## config.mk

```make
export PLATFORM = sky130hd
export DESIGN_NAME = alu_issue_stage
export DESIGN_NICKNAME = d
export VERILOG_FILES = /design/src/rtl/alu_issue_stage.sv
export SDC_FILE = /design/constraint.sdc
export NUM_CORES = 1
export LEC_CHECK = 0
export BUFFER_PORTS_ARGS = -buffer_cell sky130_fd_sc_hd__buf_4
export CAP_MARGIN = 0
export CORE_ASPECT_RATIO = 1.75
export CORE_MARGIN = 2
export CORE_UTILIZATION = 30
export CTS_CLUSTER_SIZE = 10
export DETAILED_ROUTE_END_ITERATION = 7
export PLACE_DENSITY = 0.62
export SLEW_MARGIN = 20
export SYNTH_ARGS = -nofsm -noshare
export SYNTH_HDL_FRONTEND = slang
export SYNTH_SLANG_ARGS = --single-unit
```

## constraint.sdc

```tcl
create_clock -name clk -period 3.4 [get_ports clk]
set_input_delay 0.17 -clock clk [delete_from_list [all_inputs] [get_ports clk]]
set_output_delay 0.17 -clock clk [all_outputs]
set_load 0.05 [all_outputs]
```

## src/rtl/alu_issue_stage.sv

```systemverilog
// ---------------------------------------------------------------------------
// alu_issue_stage
//
// Decode-to-execute pipeline register for an RV32I core. The decode half
// turns the fetched instruction into a 4-bit ALU operation code, selects the
// second ALU operand (register or immediate) and works out the write-back,
// branch and illegal-instruction flags. The execute half registers all of it
// so the ALU sees stable operands for a full cycle.
//
// Ports
//   clk, rst         rising-edge clock, asynchronous active-high reset
//   ValidD           decode stage holds a real instruction
//   InstrD, PCD      instruction word and its address
//   RD1D, RD2D       register-file read data for rs1 / rs2
//   StallE, FlushE   hazard-unit control (flush beats stall)
//   ValidE           execute stage holds a real instruction
//   SrcAE, SrcBE     ALU operands
//   ALUControlE      ALU operation code
//   PCE, RdE         registered PC and destination register index
//   RegWriteE        write-back enable
//   BranchE          conditional branch, BranchFunct3E carries its funct3
//   IllegalE         unsupported opcode or funct field seen
// ---------------------------------------------------------------------------
module alu_issue_stage #(
    parameter int DATA_WIDTH     = 32,
    parameter int ALU_CTRL_WIDTH = 4,
    parameter int REG_ADDR_WIDTH = 5
) (
    input  logic                      clk,
    input  logic                      rst,
    input  logic                      ValidD,
    input  logic [DATA_WIDTH-1:0]     InstrD,
    input  logic [DATA_WIDTH-1:0]     PCD,
    input  logic [DATA_WIDTH-1:0]     RD1D,
    input  logic [DATA_WIDTH-1:0]     RD2D,
    input  logic                      StallE,
    input  logic                      FlushE,
    output logic                      ValidE,
    output logic [DATA_WIDTH-1:0]     SrcAE,
    output logic [DATA_WIDTH-1:0]     SrcBE,
    output logic [ALU_CTRL_WIDTH-1:0] ALUControlE,
    output logic [DATA_WIDTH-1:0]     PCE,
    output logic [REG_ADDR_WIDTH-1:0] RdE,
    output logic                      RegWriteE,
    output logic                      BranchE,
    output logic [2:0]                BranchFunct3E,
    output logic                      IllegalE
);

    // ALU operation codes understood by the execute stage
    localparam logic [ALU_CTRL_WIDTH-1:0] ALU_ADD    = 4'b0000;
    localparam logic [ALU_CTRL_WIDTH-1:0] ALU_SUB    = 4'b0001;
    localparam logic [ALU_CTRL_WIDTH-1:0] ALU_SLL    = 4'b0010;
    localparam logic [ALU_CTRL_WIDTH-1:0] ALU_SLT    = 4'b0011;
    localparam logic [ALU_CTRL_WIDTH-1:0] ALU_SLTU   = 4'b0100;
    localparam logic [ALU_CTRL_WIDTH-1:0] ALU_XOR    = 4'b0101;
    localparam logic [ALU_CTRL_WIDTH-1:0] ALU_SRL    = 4'b0110;
    localparam logic [ALU_CTRL_WIDTH-1:0] ALU_SRA    = 4'b0111;
    localparam logic [ALU_CTRL_WIDTH-1:0] ALU_OR     = 4'b1000;
    localparam logic [ALU_CTRL_WIDTH-1:0] ALU_AND    = 4'b1001;
    localparam logic [ALU_CTRL_WIDTH-1:0] ALU_LUIPC  = 4'b1010;
    localparam logic [ALU_CTRL_WIDTH-1:0] ALU_LUI    = 4'b1011;
    localparam logic [ALU_CTRL_WIDTH-1:0] ALU_PCPLUS = 4'b1100;

    // RV32I major opcodes
    localparam logic [6:0] OPC_OP     = 7'b0110011;
    localparam logic [6:0] OPC_OPIMM  = 7'b0010011;
    localparam logic [6:0] OPC_LOAD   = 7'b0000011;
    localparam logic [6:0] OPC_STORE  = 7'b0100011;
    localparam logic [6:0] OPC_BRANCH = 7'b1100011;
    localparam logic [6:0] OPC_LUI    = 7'b0110111;
    localparam logic [6:0] OPC_AUIPC  = 7'b0010111;
    localparam logic [6:0] OPC_JAL    = 7'b1101111;
    localparam logic [6:0] OPC_JALR   = 7'b1100111;

    localparam logic [6:0] FUNCT7_BASE = 7'b0000000;
    localparam logic [6:0] FUNCT7_ALT  = 7'b0100000;

    // Instruction fields
    logic [6:0]                w_opcode;
    logic [2:0]                w_funct3;
    logic [6:0]                w_funct7;
    logic [REG_ADDR_WIDTH-1:0] w_rd;

    // Immediates, already extended to operand width
    logic [DATA_WIDTH-1:0] w_immI;
    logic [DATA_WIDTH-1:0] w_immS;
    logic [DATA_WIDTH-1:0] w_immU;
    logic [DATA_WIDTH-1:0] w_immJ;
    logic [DATA_WIDTH-1:0] w_shamt;

    // Decoded controls before registering
    logic [ALU_CTRL_WIDTH-1:0] w_aluCtrl;
    logic [DATA_WIDTH-1:0]     w_srcB;
    logic                      w_regWrite;
    logic                      w_branch;
    logic [2:0]                w_branchFunct3;
    logic                      w_illegal;

    assign w_opcode = InstrD[6:0];
    assign w_funct3 = InstrD[14:12];
    assign w_funct7 = InstrD[31:25];
    assign w_rd     = InstrD[11:7];

    assign w_immI  = {{(DATA_WIDTH-12){InstrD[31]}}, InstrD[31:20]};
    assign w_immS  = {{(DATA_WIDTH-12){InstrD[31]}}, InstrD[31:25], InstrD[11:7]};
    // The U immediate is handed over unshifted; the ALU applies the <<12
    assign w_immU  = {{(DATA_WIDTH-20){1'b0}}, InstrD[31:12]};
    assign w_immJ  = {{(DATA_WIDTH-20){InstrD[31]}}, InstrD[19:12], InstrD[20],
                      InstrD[30:21], 1'b0};
    assign w_shamt = {{(DATA_WIDTH-5){1'b0}}, InstrD[24:20]};

    // Register/immediate arithmetic share one funct3 table; the alternate
    // bit picks sub over add and sra over srl.
    function automatic logic [ALU_CTRL_WIDTH-1:0] aluFromFunct3(
        input logic [2:0] f3,
        input logic       alt
    );
        case (f3)
            3'b000:  return alt ? ALU_SUB : ALU_ADD;
            3'b001:  return ALU_SLL;
            3'b010:  return ALU_SLT;
            3'b011:  return ALU_SLTU;
            3'b100:  return ALU_XOR;
            3'b101:  return alt ? ALU_SRA : ALU_SRL;
            3'b110:  return ALU_OR;
            default: return ALU_AND;
        endcase
    endfunction

    // Decode: operation code, operand B selection and control flags.
    // Illegal encodings are detected per opcode and scrubbed at the end so
    // they never write back or branch.
    always_comb begin
        w_aluCtrl      = ALU_ADD;
        w_srcB         = RD2D;
        w_regWrite     = 1'b0;
        w_branch       = 1'b0;
        w_branchFunct3 = 3'b000;
        w_illegal      = 1'b0;

        case (w_opcode)
            OPC_OP: begin
                w_regWrite = 1'b1;
                w_srcB     = RD2D;
                if (w_funct3 == 3'b000 || w_funct3 == 3'b101) begin
                    // Only add/sub and srl/sra have a legal alternate form
                    if (w_funct7 == FUNCT7_BASE) begin
                        w_aluCtrl = aluFromFunct3(w_funct3, 1'b0);
                    end else if (w_funct7 == FUNCT7_ALT) begin
                        w_aluCtrl = aluFromFunct3(w_funct3, 1'b1);
                    end else begin
                        w_illegal = 1'b1;
                    end
                end else if (w_funct7 == FUNCT7_BASE) begin
                    w_aluCtrl = aluFromFunct3(w_funct3, 1'b0);
                end else begin
                    w_illegal = 1'b1;
                end
            end

            OPC_OPIMM: begin
                w_regWrite = 1'b1;
                w_srcB     = w_immI;
                case (w_funct3)
                    3'b001: begin
                        w_srcB = w_shamt;
                        if (w_funct7 == FUNCT7_BASE) begin
                            w_aluCtrl = ALU_SLL;
                        end else begin
                            w_illegal = 1'b1;
                        end
                    end
                    3'b101: begin
                        w_srcB = w_shamt;
                        if (w_funct7 == FUNCT7_BASE) begin
                            w_aluCtrl = ALU_SRL;
                        end else if (w_funct7 == FUNCT7_ALT) begin
                            w_aluCtrl = ALU_SRA;
                        end else begin
                            w_illegal = 1'b1;
                        end
                    end
                    // Immediate forms have no subtract, so 000 is always addi
                    default: w_aluCtrl = aluFromFunct3(w_funct3, 1'b0);
                endcase
            end

            OPC_LOAD: begin
                w_regWrite = 1'b1;
                w_srcB     = w_immI;
                w_aluCtrl  = ALU_ADD;
                if (w_funct3 == 3'b011 || w_funct3 == 3'b110 || w_funct3 == 3'b111) begin
                    w_illegal = 1'b1;
                end
            end

            OPC_STORE: begin
                w_srcB    = w_immS;
                w_aluCtrl = ALU_ADD;
                if (w_funct3[2] || w_funct3 == 3'b011) begin
                    w_illegal = 1'b1;
                end
            end

            OPC_BRANCH: begin
                w_branch       = 1'b1;
                w_branchFunct3 = w_funct3;
                w_srcB         = RD2D;
                case (w_funct3)
                    // beq/bne decide from the Zero flag of a subtract
                    3'b000, 3'b001: w_aluCtrl = ALU_SUB;
                    3'b100, 3'b101: w_aluCtrl = ALU_SLT;
                    3'b110, 3'b111: w_aluCtrl = ALU_SLTU;
                    default:        w_illegal = 1'b1;
                endcase
            end

            OPC_LUI: begin
                w_regWrite = 1'b1;
                w_srcB     = w_immU;
                w_aluCtrl  = ALU_LUI;
            end

            OPC_AUIPC: begin
                w_regWrite = 1'b1;
                w_srcB     = w_immU;
                w_aluCtrl  = ALU_LUIPC;
            end

            OPC_JAL: begin
                w_regWrite = 1'b1;
                w_srcB     = w_immJ;
                w_aluCtrl  = ALU_PCPLUS;
            end

            OPC_JALR: begin
                w_regWrite = 1'b1;
                w_srcB     = w_immI;
                w_aluCtrl  = ALU_PCPLUS;
                if (w_funct3 != 3'b000) begin
                    w_illegal = 1'b1;
                end
            end

            default: w_illegal = 1'b1;
        endcase

        // An illegal instruction must not disturb architectural state
        if (w_illegal) begin
            w_aluCtrl      = ALU_ADD;
            w_regWrite     = 1'b0;
            w_branch       = 1'b0;
            w_branchFunct3 = 3'b000;
        end

        // x0 is hard-wired to zero, so writes to it are dropped here
        if (w_rd == '0) begin
            w_regWrite = 1'b0;
        end
    end

    // Execute register. Reset and flush both leave an all-zero bubble, a
    // stall freezes everything, and an empty decode slot also loads a
    // bubble so no stale control leaks into execute.
    always_ff @(posedge clk or posedge rst) begin
        if (rst) begin
            ValidE        <= 1'b0;
            SrcAE         <= '0;
            SrcBE         <= '0;
            ALUControlE   <= '0;
            PCE           <= '0;
            RdE           <= '0;
            RegWriteE     <= 1'b0;
            BranchE       <= 1'b0;
            BranchFunct3E <= 3'b000;
            IllegalE      <= 1'b0;
        end else if (FlushE) begin
            ValidE        <= 1'b0;
            SrcAE         <= '0;
            SrcBE         <= '0;
            ALUControlE   <= '0;
            PCE           <= '0;
            RdE           <= '0;
            RegWriteE     <= 1'b0;
            BranchE       <= 1'b0;
            BranchFunct3E <= 3'b000;
            IllegalE      <= 1'b0;
        end else if (!StallE) begin
            if (ValidD) begin
                ValidE        <= 1'b1;
                SrcAE         <= RD1D;
                SrcBE         <= w_srcB;
                ALUControlE   <= w_aluCtrl;
                PCE           <= PCD;
                RdE           <= w_rd;
                RegWriteE     <= w_regWrite;
                BranchE       <= w_branch;
                BranchFunct3E <= w_branchFunct3;
                IllegalE      <= w_illegal;
            end else begin
                ValidE        <= 1'b0;
                SrcAE         <= '0;
                SrcBE         <= '0;
                ALUControlE   <= '0;
                PCE           <= '0;
                RdE           <= '0;
                RegWriteE     <= 1'b0;
                BranchE       <= 1'b0;
                BranchFunct3E <= 3'b000;
                IllegalE      <= 1'b0;
            end
        end
    end

endmodule

```

==> results of run 1 <==
-- layer usage --
| metal | global-route usage | share of wire |
|---|---|---|
| met5 | 0 | 0 |
| met1 | 0.216 | 0.34 |
| met3 | 0.0256 | 0.063 |
| met2 | 0.351 | 0.55 |
| met4 | 0.0929 | 0.039 |
-- path summary, 6_finish.rpt --
check                           cells after the start  slack (ns)         to
worst max-delay path                                6        1.72  SrcBE[17]
worst min-delay path                                2       -0.05     PCE[3]
worst max register to register                      3        2.48   SrcBE[3]
worst min register to register                      1        0.49    BranchE
max in group asynchronous                           3        2.64  SrcBE[28]
min in group clk                                    2        0.04  SrcAE[18]
-- area by class of cell --
cell class / count / area (um2) / share of cell area
clock buffer: 10 / 239 / 0.0327
clock inverter: 5 / 65.1 / 0.00891
inverter: 6 / 27.5 / 0.00377
multi-input combinational: 270 / 1990 / 0.273
sequential: 112 / 2800 / 0.384
tap: 224 / 280 / 0.0384
timing repair buffer: 249 / 1890 / 0.260
-- stage by stage --
step | cell area (um2) | utilization | power, mW
final | 7300 | 0.446 | 3.07
after global routing | 7300 | 0.446 | 3.20
after CTS | 7300 | 0.446 | 3.11
after detailed placement | 6990 | 0.427 | 2.03
after global placement | 6990 | 0.427 | 2.02
after floorplan | 5020 | - | 1.76
-- logic make-up (layout without fill, tap and decap cells) --
logic type,count (synthesis),in the layout
compound gates,188,188
flops,112,112
simple gates,80,80
buf+inv,47,270
xor+xnor,2,2
-- worst reg2reg max path: stages (launching register included) --
cell and delay (ns):
sky130_fd_sc_hd__dfrtp_1 0.40, sky130_fd_sc_hd__nand2_1 0.06, sky130_fd_sc_hd__o21ai_0 0.08, sky130_fd_sc_hd__a221o_1 0.27
-- flip-flops by register name, summed over array words and instances, names as in the netlist --
signal and cells:
ValidE 1, BranchE 1, IllegalE 1, RegWriteE 1
BranchFunct3E 3, SrcBE 32, PCE 32, ALUControlE 4
RdE 5, SrcAE 32
-- cell usage in the layout (no fill, tap or decap), types with 3 or more instances in the layout --
cell type / instances
sky130_fd_sc_hd__o21ai_1: 12
sky130_fd_sc_hd__nor3_1: 4
sky130_fd_sc_hd__buf_4: 247
sky130_fd_sc_hd__a21oi_1: 7
sky130_fd_sc_hd__nand2b_1: 5
sky130_fd_sc_hd__nand3_1: 6
sky130_fd_sc_hd__clkinv_4: 3
sky130_fd_sc_hd__a221o_1: 18
sky130_fd_sc_hd__a22oi_1: 4
sky130_fd_sc_hd__a22o_1: 75
sky130_fd_sc_hd__nor2_1: 12
sky130_fd_sc_hd__a32oi_1: 10
sky130_fd_sc_hd__dfrtp_1: 112
sky130_fd_sc_hd__clkbuf_16: 9
sky130_fd_sc_hd__inv_1: 5
sky130_fd_sc_hd__nand2_1: 23
sky130_fd_sc_hd__a211o_1: 3
sky130_fd_sc_hd__a2111oi_0: 3
sky130_fd_sc_hd__nor4_1: 4
sky130_fd_sc_hd__o21ai_0: 22
sky130_fd_sc_hd__a221oi_1: 15
-- power groups by stage --
stage / sequential (mW) / clock [mW] / combinational, mW
2_1_floorplan: 1.60 / 0 / 0.158
3_3_place_gp: 1.43 / 0 / 0.587
3_5_place_dp: 1.44 / 0 / 0.591
4_1_cts: 1.41 / 1.11 / 0.591
5_1_grt: 1.41 / 1.16 / 0.620
6_report: 1.41 / 1.08 / 0.589
==> summary.md, run 1 <==
| Metric | Value |
|---|---|
| First-pass GRT wire length | about 26000 um |
| Reg-to-Reg Start | SrcBE[3] |
| Net count of the finished layout | around 780 |
| Switching share of power | 0.286 |
| Slew Limit Fails | 0 |
| Core outline area | roughly 16000 um2 |
| Simple-gate share of the synthesized area | 0.0895 |
| Number of hold violations in the final report | between 60 and 70 |
| Detailed-routing iteration count for the pre-antenna-repair pass | 5 |
| CTS hold repair buffers | 0 |
| CP Cell Sequence | buf_4 > nor2_1 > and2_2 > buf_12 > nand2_1 > o21ai_1 |
| Worst setup skew after layout | 0 ns |
| RSZ-0062 raised after global routing | false |
| Mapped Cells | ~430 |
| Internal portion of total power | 2.19 mW |
| Initial core utilization | 0.307 |
| Port Buf Inserts | 244 |
| Post-synthesis share of cell area spent on xor and xnor gates | 0.00349 |
| Horiz. Die Dim | 102 um |
| Number of post-CTS setup repair buffers | 0 |
| Largest net degree at the start of global routing | 84 |
| Maximum operating frequency | between 500 and 600 MHz |
| Aggregate routed wire length | roughly 18000 um |
| Routability Congestion | between 0.9 and 1 |
| Synthesized netlist net count | between 500 and 600 |
| Drt first-iter violations | 310 |
| Shortest period the worst path allows | 1.68 ns |
| Area share of fa/ha/maj cells after synthesis | 0 |
| Post-synthesis mux area share | 0 |
| Total number of vias | 4816 |
| Dpl hpwl | between 10000 and 15000 um |
| Max incr delay on CP | 0.71 ns |
| Maximum fanout along the worst path | slightly above 50 |
| Critical path startpoint category | input pin |
| Clock tree from TritonCTS | yes |
| Main flop type after synthesis | sky130_fd_sc_hd__dfrtp_1 |
| Max Cap Viol | 0 |
| Final worst setup slack | between 1.5 and 2 ns |
| Number of standard-cell rows in the floorplan | 62 |
| Main combinational cell family by area after synthesis | compound AO/OA/AOI/OAI gates |
| Crit path buffers/inverters | 2 |
| Finished Layout Cells | between 800 and 900 |
| Portion of total power attributed to sequential cells | 0.459 |
| Type of the worst setup path | input pin to flop |
| Standby leakage power | 3.60 nW |
| Fraction of final layout cells with drive strength greater than 1 | 0.431 |
| Number of nets still failing antenna checks after routing | 0 |
| Y dimension of the die | 175 um |
| Arrival time of data at the critical path endpoint | between 1.5 and 2 ns |
| Clock transition at the register clock pins on the worst setup and hold paths after CTS | 0.07 ns |
| I/O pin cnt | 245 |
| Post-synth design cell area | between 5000 and 6000 um2 |
| Max-slew headroom | 0.463 |
| Main area contributors after synthesis | sky130_fd_sc_hd__dfrtp_1 (56%), sky130_fd_sc_hd__a22o_1 (13%), sky130_fd_sc_hd__a221o_1 (3.6%) |
| Number of H-tree levels | 3 |
| Avg WL per Cell | slightly above 20 um |
| Number of buffers added by the clock tree synthesis step | 9 |
| Count of state elements after synthesis | 112 |
| Transition time of the tightest slew-check pin | 0.806 ns |
| Setup violation total in the final timing report | 0 |
| Crit path max-delay cell type | sky130_fd_sc_hd__and2_2 |
| Library cell with the highest instance count after synthesis | sky130_fd_sc_hd__dfrtp_1 |
| Number of remaining DRC errors | 0 |
| Sink Count | 112 |
| Worst hold margin | -0.0470 ns |
| Via count of the first global-routing pass | approximately 4800 |
| Number of synthesized flops with an enable pin | 0 |
| Netlist cell types | 63 |
| Dominant delay contributor by cell family on the critical path | simple AND/OR/NAND/NOR gates |
| Failing checks | hold timing |
| Type of destination of the critical path | flop |
| Maximum buffer depth of the clock tree | 2 |
| Congestion Overflow GR | 0 |
| Share of the synthesized area in the top cell type | 0.558 |
| Relative area change from synthesis to final layout | 45.4% |
| Pwr dens | about 420 nW/um2 |
| CP startpoint | FlushE |
| Placed Cells incl. Taps | around 860 |
| Final setup TNS | 0 ns |
| Number of antenna violations at the first check in global routing | 1 |
| Worst-case setup slack after placement | about 1.3 ns |
| Fill cell total of the finished layout | ~1600 |
| Synthesized-area fraction occupied by ao, oa, aoi and oai cells | 0.302 |
| IR drop worst, VDD | around 260 uV |
| Number of gates resized after cts | 0 |
| Run status | finished with violations |
| Combinational group share of total power | 0.192 |
| Class of the most critical hold timing path | input pin to asynchronous set/reset pin |
| Overall global routing resource usage | 0.194 |
| Floorplan die area | 17800 um2 |
| Cell at the root of the clock tree | sky130_fd_sc_hd__clkbuf_16 |
| Switching Power | 0.879 mW |
| Asr flop ratio synth | 1.00 |
| Number of diodes | 0 |
| Worst-skew pair later-pin latency | 0.34 ns |
| Library cell with the largest summed area after synthesis | sky130_fd_sc_hd__dfrtp_1 |
| Portion of the post-synthesis area used by sequential elements | 0.558 |
| Clock power frac | 0.350 |
| Mean area per synthesized cell | 11.7 um2 |
| Top cells by instance count after synthesis | sky130_fd_sc_hd__dfrtp_1 (112), sky130_fd_sc_hd__a22o_1 (75), sky130_fd_sc_hd__nand2_1 (23) |
| Warnings from Yosys | 0 |
| Number of vias per cell | about 5.5 |
| Data required time of the worst path | about 3.7 ns |
| Final clock period utilization by the worst path | 0.495 |
(Power assumes the default switching activity.)
==> run 2: changes to the inputs <==
--- a/config.mk
+++ b/config.mk
@@ -12,7 +12,7 @@
 export CORE_UTILIZATION = 30
 export CTS_CLUSTER_SIZE = 10
 export DETAILED_ROUTE_END_ITERATION = 7
-export PLACE_DENSITY = 0.62
+export PLACE_DENSITY = 0.64
 export SLEW_MARGIN = 20
 export SYNTH_ARGS = -nofsm -noshare
 export SYNTH_HDL_FRONTEND = slang
==> constraint.sdc (replaced) <==
create_clock -name clk -period 1.4 [get_ports clk]
set_input_delay 0.07 -clock clk [delete_from_list [all_inputs] [get_ports clk]]
set_output_delay 0.07 -clock clk [all_outputs]
set_load 0.05 [all_outputs]
==> run 2 against run 1 <==
Hold slack gained 0.070 ns. The flow now finishes without violations. Register-to-register slack worse by 2.0 ns. Via count up 12%. First-iteration DRC count shrank 8.4%. Largest cell class is now buffers.
==> summary.md, run 2 (synthesized netlist as in run 1, its figures left out) <==
| Metric | Value |
|---|---|
| Number of diodes | 0 (unchanged) |
| Port Buf Inserts | 244 (unchanged) |
| Number of standard-cell rows in the floorplan | 62 (unchanged) |
| Run status | finished, final reports clean |
| Slew Limit Fails | 0 (unchanged) |
| Number of H-tree levels | 3 (unchanged) |
| Cell mode on critical path | sky130_fd_sc_hd__buf_4 |
| Largest registers ranked by flip-flop count | PCE (32), SrcAE (32), SrcBE (32) |
| Clock tree from TritonCTS | yes |
| Met2 Track Usage GR | 0.410 (+0.0584) |
| Net count of the finished layout | 948 (+21%) |
| Aggregate routed wire length | 20300 um (+12%) |
| Type of the worst setup path | input pin to flop |
| Pwr dens | 887 nW/um2 (+110%) |
| Shortest period the worst path allows | about 1.3 ns |
| Initial core utilization | 0.307 (unchanged) |
| Global Route met1 Usage | 0.239 (+0.0222) |
| Data required time of the worst path | 1.69 ns (-1.97 ns) |
| Standby leakage power | 4.36 nW (+21%) |
| Number of post-CTS setup repair buffers | 0 (unchanged) |
| Leading cell types in the layout, fill and taps excluded | sky130_fd_sc_hd__buf_4 (312), sky130_fd_sc_hd__dfrtp_1 (112), sky130_fd_sc_hd__dlygate4sd3_1 (99), sky130_fd_sc_hd__a22o_1 (75), sky130_fd_sc_hd__nand2_1 (23) |
| Relative area change from synthesis to final layout | 76.2% |
| Max incr delay on CP | 0.39 ns (-0.32 ns) |
| Maximum fanout along the worst path | 3 (-94%) |
| Arrival time of data at the critical path endpoint | 1.59 ns (-0.35 ns) |
| Y dimension of the die | 175 um (unchanged) |
| Placed Cells incl. Taps | 929 (+7.9%) |
| Type of destination of the critical path | flop |
| Horiz. Die Dim | 102 um (unchanged) |
| Most frequent standard cell in the layout excluding fill and tap cells | sky130_fd_sc_hd__buf_4 |
| Overall global routing resource usage | 0.224 (+0.0300) |
| Max-slew headroom | 0.558 (+0.0959) |
| Class of the most critical hold timing path | input pin to flop |
| Number of antenna violations at the first check in global routing | 0 (-1) |
| Drt first-iter violations | 284 (-8.4%) |
| Worst-case setup slack after placement | -0.272 ns (-1.61 ns) |
| Clock transition at the register clock pins on the worst setup and hold paths after CTS | 0.07 ns (about the same) |
| Transition time of the tightest slew-check pin | 0.656 ns (-0.150 ns) |
| Via count of the first global-routing pass | 5617 (+18%) |
| Total design power | 7.85 mW (+160%) |
| Fraction of final layout cells with drive strength greater than 1 | 0.428 (-0.00293) |
| Setup violation total in the final timing report | 0 (unchanged) |
| Dpl hpwl | 15100 um (+9.7%) |
| Finished Layout Cells | 1044 (+19%) |
| Maximum operating frequency | roughly 770 MHz |
| GR Util met3 | 0.0328 (+0.00720) |
| Detailed-routing iteration count for the pre-antenna-repair pass | 5 (unchanged) |
| Final worst setup slack | 0.103 ns (-1.61 ns) |
| Most Crowded Layer GR | met2 |
| Total number of vias | 5385 (+12%) |
| Maximum buffer depth of the clock tree | 2 (unchanged) |
| Floorplan die area | 17800 um2 (unchanged) |
| Number of nets still failing antenna checks after routing | 0 (unchanged) |
| Crit path max-delay cell type | sky130_fd_sc_hd__nor4_2 |
| Routability Congestion | 0.955 (+0.82%) |
| CP Cell Sequence | buf_4 > nor4_2 > buf_4 > o311a_1 > o31a_1 > o2111a_1 > a22o_1 |
| Worst-skew pair later-pin latency | 0.35 ns (about the same) |
| Worst setup skew after layout | 0 ns (unchanged) |
| Cell at the root of the clock tree | sky130_fd_sc_hd__clkbuf_16 |
| First-pass GRT wire length | 30300 um (+15%) |
| Final clock period utilization by the worst path | 0.927 |
| Number of vias per cell | 5.16 (-6.2%) |
| Critical path startpoint category | input pin |
| Max Cap Viol | 0 (unchanged) |
| IR drop worst, VDD | 548 uV (+110%) |
| Congestion Overflow GR | 0 (unchanged) |
| Number of remaining DRC errors | 0 (unchanged) |
| Sink Count | 112 (unchanged) |
| Number of buffers added by the clock tree synthesis step | 9 (unchanged) |
| Avg WL per Cell | 19.4 um (-6.1%) |
| Worst hold margin | 0.0235 ns (+0.0704 ns) |
| Largest net degree at the start of global routing | 59 (-30%) |
| Number of hold violations in the final report | 0 (-100%) |
| RSZ-0062 raised after global routing | false |
| Core outline area | 16400 um2 (unchanged) |
| I/O pin cnt | 245 (unchanged) |
## run 2: cell types whose count changed in the layout (fill, tap and decap cells not counted)
cell | previous run | this run
sky130_fd_sc_hd__buf_12 | 2 | 5
sky130_fd_sc_hd__buf_4 | 247 | 312
sky130_fd_sc_hd__clkinv_2 | 0 | 1
sky130_fd_sc_hd__clkinvlp_4 | 0 | 2
sky130_fd_sc_hd__dlygate4sd3_1 | 0 | 99
sky130_fd_sc_hd__inv_6 | 2 | 0
sky130_fd_sc_hd__nor3_1 | 4 | 3
sky130_fd_sc_hd__nor3_2 | 0 | 1
## run 2: what timing repair did
action / CTS / global route
hold buffers: 99 / 0
setup endpoints to repair: 0 / 1
resized for setup: 0 / 1
hold endpoints to repair: 106 / 0
## run 2: per-stage QoR
step / instance area [um2] / setup TNS (ns) / util
after floorplan: 5020 / -3.07 / -
after global placement: 7540 / -4.88 / 0.461
after detailed placement: 7540 / -5.52 / 0.461
after CTS: 8840 / 0 / 0.540
after global routing: 8840 / 0 / 0.540
final: 8840 / 0 / 0.540
## run 2: cell type report
cell class	instances	area, um2
clock buffer	10	239
clock inverter	6	68.8
fill	1415	7520
inverter	6	26.3
multi-input combinational	270	1990
sequential	112	2800
tap	224	280
timing repair buffer	416	3430
## run 2: final timing paths
| check | from | endpoint | slack, ns | cells past startpoint |
|---|---|---|---|---|
| worst max register to register | SrcBE[4] | SrcBE[4] | 0.49 | 3 |
| worst min-delay path | RD2D[7] | SrcBE[7] | 0.02 | 3 |
| worst min register to register | ValidE | ValidE | 0.48 | 2 |
| worst max-delay path | InstrD[31] | ALUControlE[2] | 0.10 | 7 |
| min in group asynchronous | rst | PCE[13] | 0.27 | 3 |
| max in group asynchronous | rst | RdE[3] | 0.54 | 4 |
## run 2: power breakdown
| group | switching (mW) | internal (mW) | total [mW] |
|---|---|---|---|
| combinational | 0.990 | 0.823 | 1.81 |
| clock | 1.17 | 1.44 | 2.61 |
| sequential | 0.0736 | 3.35 | 3.42 |
| total | 2.24 | 5.61 | 7.85 |
## run 2: metal layers
metal / share of wire / vias to the layer above
li1: - / 2453
met1: 0.35 / 2655
met2: 0.56 / 222
met3: 0.046 / 55
met4: 0.044 / 0
met5: 0 / -
## run 2: critical path: cells and delay by family
kind	cells	cell delay (ns)
AO/OA/AOI/OAI	4	0.81
buffers and inverters	2	0.31
AND/OR/NAND/NOR	1	0.39
